## src/rtl/i2c_controller_core_if.sv

```systemverilog
// Host/pad bundle for the single-byte I2C master.
// The core takes the master modport; the host side takes slave.
interface i2c_controller_core_if;
    logic       enable;
    logic [6:0] slave_address;
    logic [7:0] data_in;
    logic       rw;
    logic       repeated_start_cond;
    logic       sda_in;
    logic       scl_in;
    logic       sda_out;
    logic       scl_out;

    modport master (
        input  enable, slave_address, data_in, rw,
        input  repeated_start_cond, sda_in, scl_in,
        output sda_out, scl_out
    );

    modport slave (
        output enable, slave_address, data_in, rw,
        output repeated_start_cond, sda_in, scl_in,
        input  sda_out, scl_out
    );
endinterface

```

## src/rtl/i2c_controller_core.sv

```systemverilog
// Single-byte I2C master: START, addr+R/W, ACK, one data byte, STOP/Sr.
// Define I2C_CLK_STRETCH_EN to freeze timing while a slave holds SCL low.
module i2c_controller_core #(
    parameter int DIV = 4
) (
    input  logic clk,
    input  logic rst,
    i2c_controller_core_if.master bus
);
    localparam int PW = (DIV > 2) ? $clog2(DIV) : 1;
    localparam logic [PW-1:0] LAST = PW'(DIV - 1);
    localparam logic [PW-1:0] HALF = PW'(DIV / 2);

    typedef enum logic [3:0] {
        IDLE     = 4'd0,
        START    = 4'd1,
        ADDR     = 4'd2,
        ADDR_ACK = 4'd3,
        WR_DATA  = 4'd4,
        WR_ACK   = 4'd5,
        RD_DATA  = 4'd6,
        RD_ACK   = 4'd7,
        STOP     = 4'd8
    } state_t;

    state_t        state;
    state_t        next_state;
    logic [PW-1:0] phase;
    logic [2:0]    bit_cnt;
    logic [7:0]    shift_addr;
    logic [7:0]    shift_data;
    logic [7:0]    rx_data;
    logic          sampled;
    logic          wrap;
    logic          last_bit;
    logic          load;
    logic          freeze;
    logic          end_rs;
    logic          sda_d;
    logic          scl_d;

    assign wrap     = (phase == LAST);
    assign last_bit = wrap && (bit_cnt == 3'd7);
    assign end_rs   = bus.repeated_start_cond && bus.enable;
    // Inputs are (re)latched on every entry into START, including Sr.
    assign load     = (next_state == START) && (state != START);

`ifdef I2C_CLK_STRETCH_EN
    assign freeze = scl_d && !bus.scl_in;
`else
    logic unused_scl_in;
    assign unused_scl_in = bus.scl_in;
    assign freeze        = 1'b0;
`endif

    always_ff @(posedge clk) begin
        if (rst) begin
            state      <= IDLE;
            phase      <= '0;
            bit_cnt    <= 3'd0;
            shift_addr <= 8'h00;
            shift_data <= 8'h00;
            rx_data    <= 8'h00;
            sampled    <= 1'b1;
        end else if (!freeze) begin
            state <= next_state;
            if (state == IDLE || wrap)
                phase <= '0;
            else
                phase <= phase + 1'b1;
            if (next_state != state)
                bit_cnt <= 3'd0;
            else if (wrap)
                bit_cnt <= bit_cnt + 3'd1;
            if (load) begin
                shift_addr <= {bus.slave_address, bus.rw};
                shift_data <= bus.data_in;
            end
            if (phase == HALF)
                sampled <= bus.sda_in;
            if (state == RD_DATA && phase == HALF)
                rx_data <= {rx_data[6:0], bus.sda_in};
        end
    end

    always_comb begin
        next_state = state;
        unique case (state)
            IDLE:     if (bus.enable) next_state = START;
            START:    if (wrap) next_state = ADDR;
            ADDR:     if (last_bit) next_state = ADDR_ACK;
            ADDR_ACK: begin
                if (wrap) begin
                    if (sampled)
                        next_state = STOP;
                    else if (shift_addr[0])
                        next_state = RD_DATA;
                    else
                        next_state = WR_DATA;
                end
            end
            WR_DATA:  if (last_bit) next_state = WR_ACK;
            RD_DATA:  if (last_bit) next_state = RD_ACK;
            WR_ACK, RD_ACK: begin
                if (wrap) begin
                    if (end_rs)
                        next_state = START;
                    else
                        next_state = STOP;
                end
            end
            STOP:     if (wrap) next_state = IDLE;
            default:  next_state = IDLE;
        endcase
    end

    // Outputs depend only on registered state, so they hold for a whole cycle.
    always_comb begin
        sda_d = 1'b1;
        scl_d = 1'b1;
        unique case (state)
            START: sda_d = (phase < HALF);
            ADDR: begin
                scl_d = (phase >= HALF);
                sda_d = shift_addr[~bit_cnt];
            end
            WR_DATA: begin
                scl_d = (phase >= HALF);
                sda_d = shift_data[~bit_cnt];
            end
            ADDR_ACK, WR_ACK, RD_DATA, RD_ACK: scl_d = (phase >= HALF);
            STOP: begin
                scl_d = (phase != '0);
                sda_d = (phase >= HALF);
            end
            default: begin
                sda_d = 1'b1;
                scl_d = 1'b1;
            end
        endcase
    end

    assign bus.sda_out = sda_d;
    assign bus.scl_out = scl_d;
endmodule

```

## src/flat_wrapper.sv

```systemverilog
// flat-port wrapper written by rule: the top's interface ports become plain ports
module i2c_controller_core_flat 
#(
    parameter int DIV = 4
)
  (clk, rst, bus_enable, bus_slave_address, bus_data_in, bus_rw, bus_repeated_start_cond, bus_sda_in, bus_scl_in, bus_sda_out, bus_scl_out);
  i2c_controller_core_if bus_i ();
  input  logic clk;
  input  logic rst;
  input wire logic [$bits(bus_i.enable)-1:0] bus_enable;
  input wire logic [$bits(bus_i.slave_address)-1:0] bus_slave_address;
  input wire logic [$bits(bus_i.data_in)-1:0] bus_data_in;
  input wire logic [$bits(bus_i.rw)-1:0] bus_rw;
  input wire logic [$bits(bus_i.repeated_start_cond)-1:0] bus_repeated_start_cond;
  input wire logic [$bits(bus_i.sda_in)-1:0] bus_sda_in;
  input wire logic [$bits(bus_i.scl_in)-1:0] bus_scl_in;
  output wire logic [$bits(bus_i.sda_out)-1:0] bus_sda_out;
  output wire logic [$bits(bus_i.scl_out)-1:0] bus_scl_out;
  assign bus_i.enable = bus_enable;
  assign bus_i.slave_address = bus_slave_address;
  assign bus_i.data_in = bus_data_in;
  assign bus_i.rw = bus_rw;
  assign bus_i.repeated_start_cond = bus_repeated_start_cond;
  assign bus_i.sda_in = bus_sda_in;
  assign bus_i.scl_in = bus_scl_in;
  assign bus_sda_out = bus_i.sda_out;
  assign bus_scl_out = bus_i.scl_out;
  i2c_controller_core #(.DIV(DIV)) u_core (.clk(clk), .rst(rst), .bus(bus_i));
endmodule
```

## config.mk

```make
export PLATFORM = sky130hd
export DESIGN_NAME = i2c_controller_core_flat
export DESIGN_NICKNAME = d
export VERILOG_FILES = /design/src/rtl/i2c_controller_core_if.sv /design/src/rtl/i2c_controller_core.sv /design/src/flat_wrapper.sv
export SDC_FILE = /design/constraint.sdc
export NUM_CORES = 1
export LEC_CHECK = 0
export CORE_ASPECT_RATIO = 1.25
export CORE_MARGIN = 1
export CORE_UTILIZATION = 50
export DETAILED_ROUTE_END_ITERATION = 10
export PLACE_DENSITY = 0.82
export SLEW_MARGIN = 20
export SYNTH_ARGS = -nofsm -noshare
export SYNTH_HDL_FRONTEND = slang
export SYNTH_SLANG_ARGS = --single-unit
```

## constraint.sdc

```tcl
create_clock -name clk -period 2.05 [get_ports clk]
set_input_delay 0.41 -clock clk [delete_from_list [all_inputs] [get_ports clk]]
set_output_delay 0.41 -clock clk [all_outputs]
set_load 0.005 [all_outputs]
```

==> results.md, run 1 <==
- Slew @ Worst Pin: 0.466 ns
- Reg power frac: between 50% and 60%
- Worst Path Buf+Inv: 1
- Arr. time, crit path: around 1.8 ns
- Syn Inst Count: 167
- Worst rel slew slack: 68.1%
- Area Overhead vs Synth: 30.3%
- Seq cells post-synth: 26
- Setup Skew: a little under 0.008 ns
- Synth area leaders: dfxtp_1, nand2b_1, mux2i_1
- DR iter-0 viols: 26
- Startpoint Class: flip-flop
- Placed Cells: around 240
- Diode count: 0
- Syn_area_per_cell: around 9.4 µm²
- Num CTS Buffers: 3
- Yosys top cell by area: dfxtp_1
- H-tree levels: 1
- Period minus WS final: 2.18 ns
- Max_cap viols: 0
- Clk root buf: clkbuf_4
- Core Box Area: 2950 µm²
- Fin Hold WS: 0.480 ns
- CP required: 1.64 ns
- First-pass GRT wire length: around 5600 µm
- Vias in the first global route: ~1,300
- IO buf count: 22
- RR Endpoint: u_core.shift_data[3]
- Seq/Total Area, Yosys: between 30 and 40%
- Synth Flop Type: dfxtp_1
- Final WL: 3320 µm
- Met1 Use GR: 26.0%
- Initial antenna violation count: 0
- Status: finished with violations
- R2r setup slk: 0.10 ns
- Nets: approximately 230
- Setup crit end kind: primary output
- Routing usage on met2: about two fifths
- Clock Latency Late Sink: 0.33 ns
- Starting Density: 53.1%
- Switch share: 24.1%
- Fin area: 2040 µm²
- Cell Int Power: 0.000752 W
- Syn Nets: 194
- Max FO, Critical Path: 2
- Synth warn: 0
- Comb power frac: 17.9%
- Power density over the cells: 486 nW/µm²
- Final Max Slew Viols: 0
- Largest net degree at the start of global routing: 21
- Final Hold Viols: 0
- Routed wire per std cell: 13.7 µm
- Max Freq: ~460 MHz
- Gr ovfl total: 0
- Final WS setup: -0.129 ns
- Max stage delay cell, worst path: or3_4
- Vias per inst: 5.50
- Hold crit path type: flip-flop to flip-flop
- GRT Util Overall: 22.0%
- Lkg Pwr: 0.799 nW
- Fraction of layout cells with a size suffix above 1: 24.3%
- Hold buffers post-CTS: 0
- Kind of cell adding the most delay to the critical path: simple AND/OR/NAND/NOR gates
- Chip Height: ~65 µm
- Clk slew on worst S/H paths: 0.14 ns
- HPWL Detailed: 2460 µm
- Grt peak-use layer: met2
- Synth top cells by count: nand2b_1, dfxtp_1, mux2i_1, nor2_1, inv_1
- TritonRoute pass-1 iters: 4
- Netlist cell types: 46
- # IOs: 24
- Critical path class: flip-flop to primary output
- Ys async rst share: 0%
- Clock Sinks: 26
- Count leader, synth: nand2b_1
- Reg2reg start: u_core.phase[0]
- DR vias: 1,332
- Period utilisation layout: 106%
- Crit path cell chain: or2_1 > or3_4 > o32ai_4 > o221ai_2 > buf_2
- Hold Path Cell Cnt: 2
- Maximum vdd drop: 0.457 mV
- EDFF count, synth: 0
- End of the worst hold path: u_core.shift_addr[4]
- Reg2Reg Depth: 7
- Area post-placement: 1920 µm²
- CP max stage delay: around 0.36 ns
- Sw Pwr: 0.000239 W
- Routed Antenna Nets: 0
- RSZ-0062 raised after global routing: yes
- Width of the die: 52.0 µm
- Setup Viol. Count Final: 2
- Die Footprint: ~3400 µm²
- Gpl congestion: slightly below 0.9
- Drc violations: 0
- Clock share of power: 26.4%
- Mapped Area: around 1600 µm²
- Grt met3 use: 3.05%
- Final std cells w/o fill: 242
- Synth top area share: 33.3%
- CTS tree: built
- Longest Clk Path Bufs: 2
- Row cnt: 22
- Hold path startpoint: u_core.shift_addr[4]
- Failing checks: setup timing
layer usage:
layer / wire length (µm) / share of wire [%]
met1: 1380 / 42
met2: 1740 / 52
met3: 118 / 3.6
met4: 83 / 2.5
met5: 0 / 0
power by group through the flow:
stage | Sequential, W | Combinational [W] | Clock (W)
floorplan | 0.000558 | 0.000108 | 0
CTS | 0.000551 | 0.000179 | 0.000270
finish | 0.000552 | 0.000178 | 0.000261
global route | 0.000555 | 0.000194 | 0.000289
detailed placement | 0.000562 | 0.000169 | 0
global placement | 0.000560 | 0.000163 | 0
worst register-to-register path: cells and delay by family (launching register included):
kind            cells  cell delay, ns
mux                 1            0.18
fa+ha+maj           1            0.21
simple gates        3            0.70
buf+inv             1            0.16
compound gates      1            0.20
flops               1            0.43
logic make-up (layout without fill, tap and decap cells):
kind of cell | Yosys count | in the layout | synth area share (%)
buf+inv | 19 | 58 | 6.16
flops | 26 | 26 | 33.3
fa+ha+maj | 5 | 5 | 4.00
compound gates | 23 | 23 | 11.1
simple gates | 70 | 70 | 27.0
xor+xnor | 1 | 1 | 0.560
mux | 23 | 23 | 17.9
what timing repair did:
item / CTS / global route
gates resized for setup: 15 / 5
pin swaps: 4 / 4
buffers inserted: 3 / 1
setup endpoints to repair: 18 / 12
metrics by stage:
stage	TNS (ns)	setup WS (ns)	utilization [%]	total power (W)
6_report	-0.243	-0.129	69.2	0.000991
5_1_grt	-0.371	-0.198	69.2	0.00104
2_1_floorplan	0	0.158	-	0.000666
4_1_cts	-0.444	-0.259	68.6	0.000999
3_5_place_dp	-5.75	-0.382	65.2	0.000731
3_3_place_gp	-4.63	-0.282	65.2	0.000723
state kept, by name, summed over array words and instances, names as in the netlist:
register	count
u_core.bit_cnt	3
u_core.phase	2
u_core.sampled	1
u_core.shift_addr	8
u_core.shift_data	8
u_core.state	4
cell type report:
class,count,area (µm²)
Multi-Input combinational cell,122,995
Inverter,8,30.0
Sequential cell,26,526
Timing Repair Buffer,46,407
Fill cell,237,907
Tap cell,36,45.0
Clock buffer,4,36.3
layout by cell type (no fill, tap or decap), drive strengths merged, types with 2 or more instances in the layout:
master | Yosys | final
a21oi | 6 | 6
buf | 4 | 26
o21ai | 4 | 4
o221ai | 2 | 2
mux4 | 4 | 4
nor2 | 13 | 13
nor2b | 4 | 4
dfxtp | 26 | 26
mux2i | 19 | 19
nand2b | 34 | 34
ha | 5 | 5
nor3 | 4 | 4
clkbuf | 6 | 4
nand2 | 4 | 4
clkdlybuf4s50 | 0 | 20
inv | 8 | 8
worst max-delay path by stage:
stage	slack, ns	depth (start not counted)	startpoint	to
3_5_place_dp	-0.38	6	bus_enable	u_core.shift_addr[5]
3_3_place_gp	-0.28	6	bus_enable	u_core.shift_data[7]
6_report	-0.13	5	u_core.state[2]	bus_sda_out
4_1_cts	-0.26	5	u_core.state[1]	bus_sda_out
2_1_floorplan	0.16	8	u_core.bit_cnt[0]	u_core.shift_addr[6]
5_1_grt	-0.20	5	u_core.state[2]	bus_sda_out
No activity file was read; power rests on OpenSTA's default activity.
==> run 2, diff against run 1 <==
--- a/config.mk
+++ b/config.mk
@@ -5,11 +5,12 @@
 export SDC_FILE = /design/constraint.sdc
 export NUM_CORES = 1
 export LEC_CHECK = 0
+export ABC_AREA = 1
 export CORE_ASPECT_RATIO = 1.25
 export CORE_MARGIN = 1
 export CORE_UTILIZATION = 50
 export DETAILED_ROUTE_END_ITERATION = 10
-export PLACE_DENSITY = 0.82
+export PLACE_DENSITY = 0.72
 export SLEW_MARGIN = 20
 export SYNTH_ARGS = -nofsm -noshare
 export SYNTH_HDL_FRONTEND = slang
==> run 2 against run 1 <==
  * The flow now finishes without violations
  * Global-route usage rose by 1.4 points
  * Utilization down 2.5 points
  * Final cell count up 36%
  * Critical endpoint unchanged
  * Register-to-register slack better by 0.16 ns
  * Routed wire length up 6.4%
==> results.md, run 2 <==
- Status: finished, final reports clean
- Startpoint Class: flip-flop
- Worst Setup SP: u_core.bit_cnt[0]
- CTS tree: built
- Fraction of layout cells with a size suffix above 1: 24.9% (+0.64 points)
- H-tree levels: 1 (unchanged)
- RR Endpoint: u_core.shift_addr[2]
- Arr. time, crit path: 1.45 ns (-0.32 ns)
- GRT Util Overall: 23.4% (+1.4 points)
- Setup crit end kind: primary output
- Final WL: 3540 µm (+6.4%)
- Hold Path Cell Cnt: 1 (-1)
- Power density over the cells: 548 nW/µm² (+13%)
- Lkg Pwr: 1.04 nW (+31%)
- Worst setup path endpoint: bus_sda_out
- Max FO, Critical Path: 6 (+4)
- Longest Clk Path Bufs: 2 (unchanged)
- Clk root buf: clkbuf_8
- Vias per inst: 5.04 (-8.4%)
- Mapped Area: 1720 µm² (+9.7%)
- Synth Flop Type: dfxtp_1
- Seq cells post-synth: 26 (unchanged)
- Syn Inst Count: 257 (+54%)
- First-pass GRT wire length: 6360 µm (+13%)
- Max Freq: 538 MHz (+17%)
- TritonRoute pass-1 iters: 4 (unchanged)
- Commonest non-fill, non-tap cell in the layout: nor2_1
- Row cnt: 23 (+4.5%)
- Maximum vdd drop: 0.450 mV (-1.6%)
- Reg2Reg Depth: 11 (+4)
- Power Total: 0.00119 W (+20%)
- Setup Skew: 0.00522 ns (-0.00256 ns)
- Vias in the first global route: 1,570 (+19%)
- Largest registers: u_core.shift_addr (8), u_core.shift_data (8), u_core.state (4)
- Fin area: 2170 µm² (+6.4%)
- Largest net degree at the start of global routing: 17 (-19%)
- Slew @ Worst Pin: 0.298 ns (-0.168 ns)
- Final Hold Viols: 0 (unchanged)
- Ys async rst share: 0% (unchanged)
- Worst rel slew slack: 80.1% (+12 points)
- Synth area leaders: dfxtp_1, nand3_1, nor2_1
- IO buf count: 22 (unchanged)
- Period utilisation layout: 90.7% (-16 points)
- # IOs: 24 (unchanged)
- Synth top area share: 30.3% (-2.9 points)
- Core Box Area: 3250 µm² (+10%)
- CP required: 1.64 ns (about the same)
- DR iter-0 viols: 22 (-15%)
- Period minus WS final: 1.86 ns (-0.320 ns)
- Gpl congestion: 0.828 (-5.1%)
- Seq/Total Area, Yosys: 30.3% (-2.9 points)
- RSZ-0062 raised after global routing: no
- Width of the die: 54.4 µm (+4.5%)
- Hold crit path type: flip-flop to flip-flop
- Critical path class: flip-flop to primary output
- Hold buffers post-CTS: 0 (unchanged)
- HPWL Detailed: 2920 µm (+19%)
- Drc violations: 0 (unchanged)
- Post-CTS setup buffers: 0 (-3)
- DR vias: 1,664 (+25%)
- Setup Viol. Count Final: 0 (-2)
- Area Overhead vs Synth: 26.4%
- Routed wire per std cell: 10.7 µm (-22%)
- Diode count: 0 (unchanged)
- Final Max Slew Viols: 0 (unchanged)
- Num CTS Buffers: 3 (unchanged)
- Clock Sinks: 26 (unchanged)
- Clock Latency Late Sink: 0.26 ns (-0.07 ns)
- Synth warn: 0 (unchanged)
- Synth top cells by count: nor2_1, nand2_1, nand3_1, inv_1, dfxtp_1
- Max_cap viols: 0 (unchanged)
- Count leader, synth: nor2_1
- Gr ovfl total: 0 (unchanged)
- Die Footprint: 3670 µm² (+9.3%)
- Fillers: 305 (+29%)
- Most frequent cells in the layout: nor2_1, nand2_1, nand3_1
- Area post-placement: 2080 µm² (+8.5%)
- Syn Nets: 284 (+46%)
- Chip Height: 67.5 µm (+4.6%)
- EDFF count, synth: 0 (unchanged)
- R2r setup slk: 0.26 ns (+0.16 ns)
- Starting Density: 52.8% (-0.35 points)
- Clk slew on worst S/H paths: 0.09 ns (-0.05 ns)
- Nets: 321 (+37%)
- Yosys top cell by area: dfxtp_1
- Routed Antenna Nets: 0 (unchanged)
- Reg2reg start: u_core.bit_cnt[0]
- Syn_area_per_cell: 6.67 µm² (-29%)
- Setup TNS: 0 ns (+0.243 ns)
- Initial antenna violation count: 0 (unchanged)
- Netlist cell types: 30 (-35%)
## run 2: changes by cell type in the layout (fill, tap and decap cells not counted), moves of 6 or more
cell / previous run / this run
nor2_2: 0 / 22
nand2_1: 3 / 39
mux2i_1: 19 / 1
nor2_1: 13 / 42
inv_1: 7 / 30
buf_4: 22 / 16
nand3_1: 1 / 34
o21ai_0: 3 / 11
nand2b_1: 34 / 0
## run 2: routing by layer
metal | vias up | GRT usage (%) | share of wire [%]
met5 | - | 0 | 0
met4 | 0 | 6.73 | 1.8
met3 | 7 | 2.70 | 2.1
met2 | 33 | 44.7 | 54
met1 | 742 | 25.9 | 42
li1 | 882 | - | -
## run 2: through the flow
stage / cells / hold slack [ns] / util (%) / worst slack [ns]
after detailed placement: 326 / 0.435 / 64.1 / 0.0371
after global placement: 326 / 0.432 / 64.1 / 0.0507
final: 330 / 0.424 / 66.7 / 0.190
after global routing: 330 / 0.460 / 66.7 / 0.0659
after floorplan: 257 / 0.417 / - / 0.380
after CTS: 330 / 0.421 / 66.2 / 0.0258
## run 2: critical path, stage by stage (launching register included)
cell      delay [ns]
dfxtp_4         0.37
buf_4           0.15
nor2_1          0.09
nor2_1          0.04
o21ai_0         0.06
o21ai_1         0.08
o211ai_1        0.17
nand3_1         0.10
clkbuf_2        0.12
## run 2: cell families (layout without fill, tap and decap cells)
group                      after synthesis  after routing  share of synthesized area, %
muxes                                    1              1                         0.584
adders and majority gates                5              5                          3.65
xor gates and xnor gates                 1              1                         0.511
DFF                                     26             26                          30.3
AOI/OAI and AO/OA                       26             26                          8.46
and+or+nand+nor                        154            154                          45.1
buffers and inverters                   44             80                          11.3
## run 2: timing repair
action / 4_1_cts / 5_1_grt
endpoints found under the setup margin: 2 / 2
resized for setup: 12 / 11
pin swaps: 0 / 2
## run 2: worst min path at each step
stage / from / to / slack (ns)
2_1_floorplan: u_core.phase[0] / u_core.phase[0] / 0.42
3_3_place_gp: u_core.phase[0] / u_core.phase[0] / 0.43
3_5_place_dp: u_core.phase[0] / u_core.phase[0] / 0.44
4_1_cts: u_core.phase[0] / u_core.phase[0] / 0.42
5_1_grt: u_core.phase[0] / u_core.phase[0] / 0.46
6_report: u_core.phase[0] / u_core.phase[0] / 0.42
## run 2: report_power, final
group	switching, W	internal [W]
logic	0.000154	0.000143
clock network	0.000149	0.000171
registers	0.0000273	0.000544
## run 2: area by class of cell
cell class,instances,area (µm²),area share (%)
clock buffers,4,55.1,2.54
inverters,36,135,6.23
multi-input cells,187,1020,46.9
flip-flops and latches,26,537,24.8
well taps,37,46.3,2.14
repair buffers,40,378,17.4
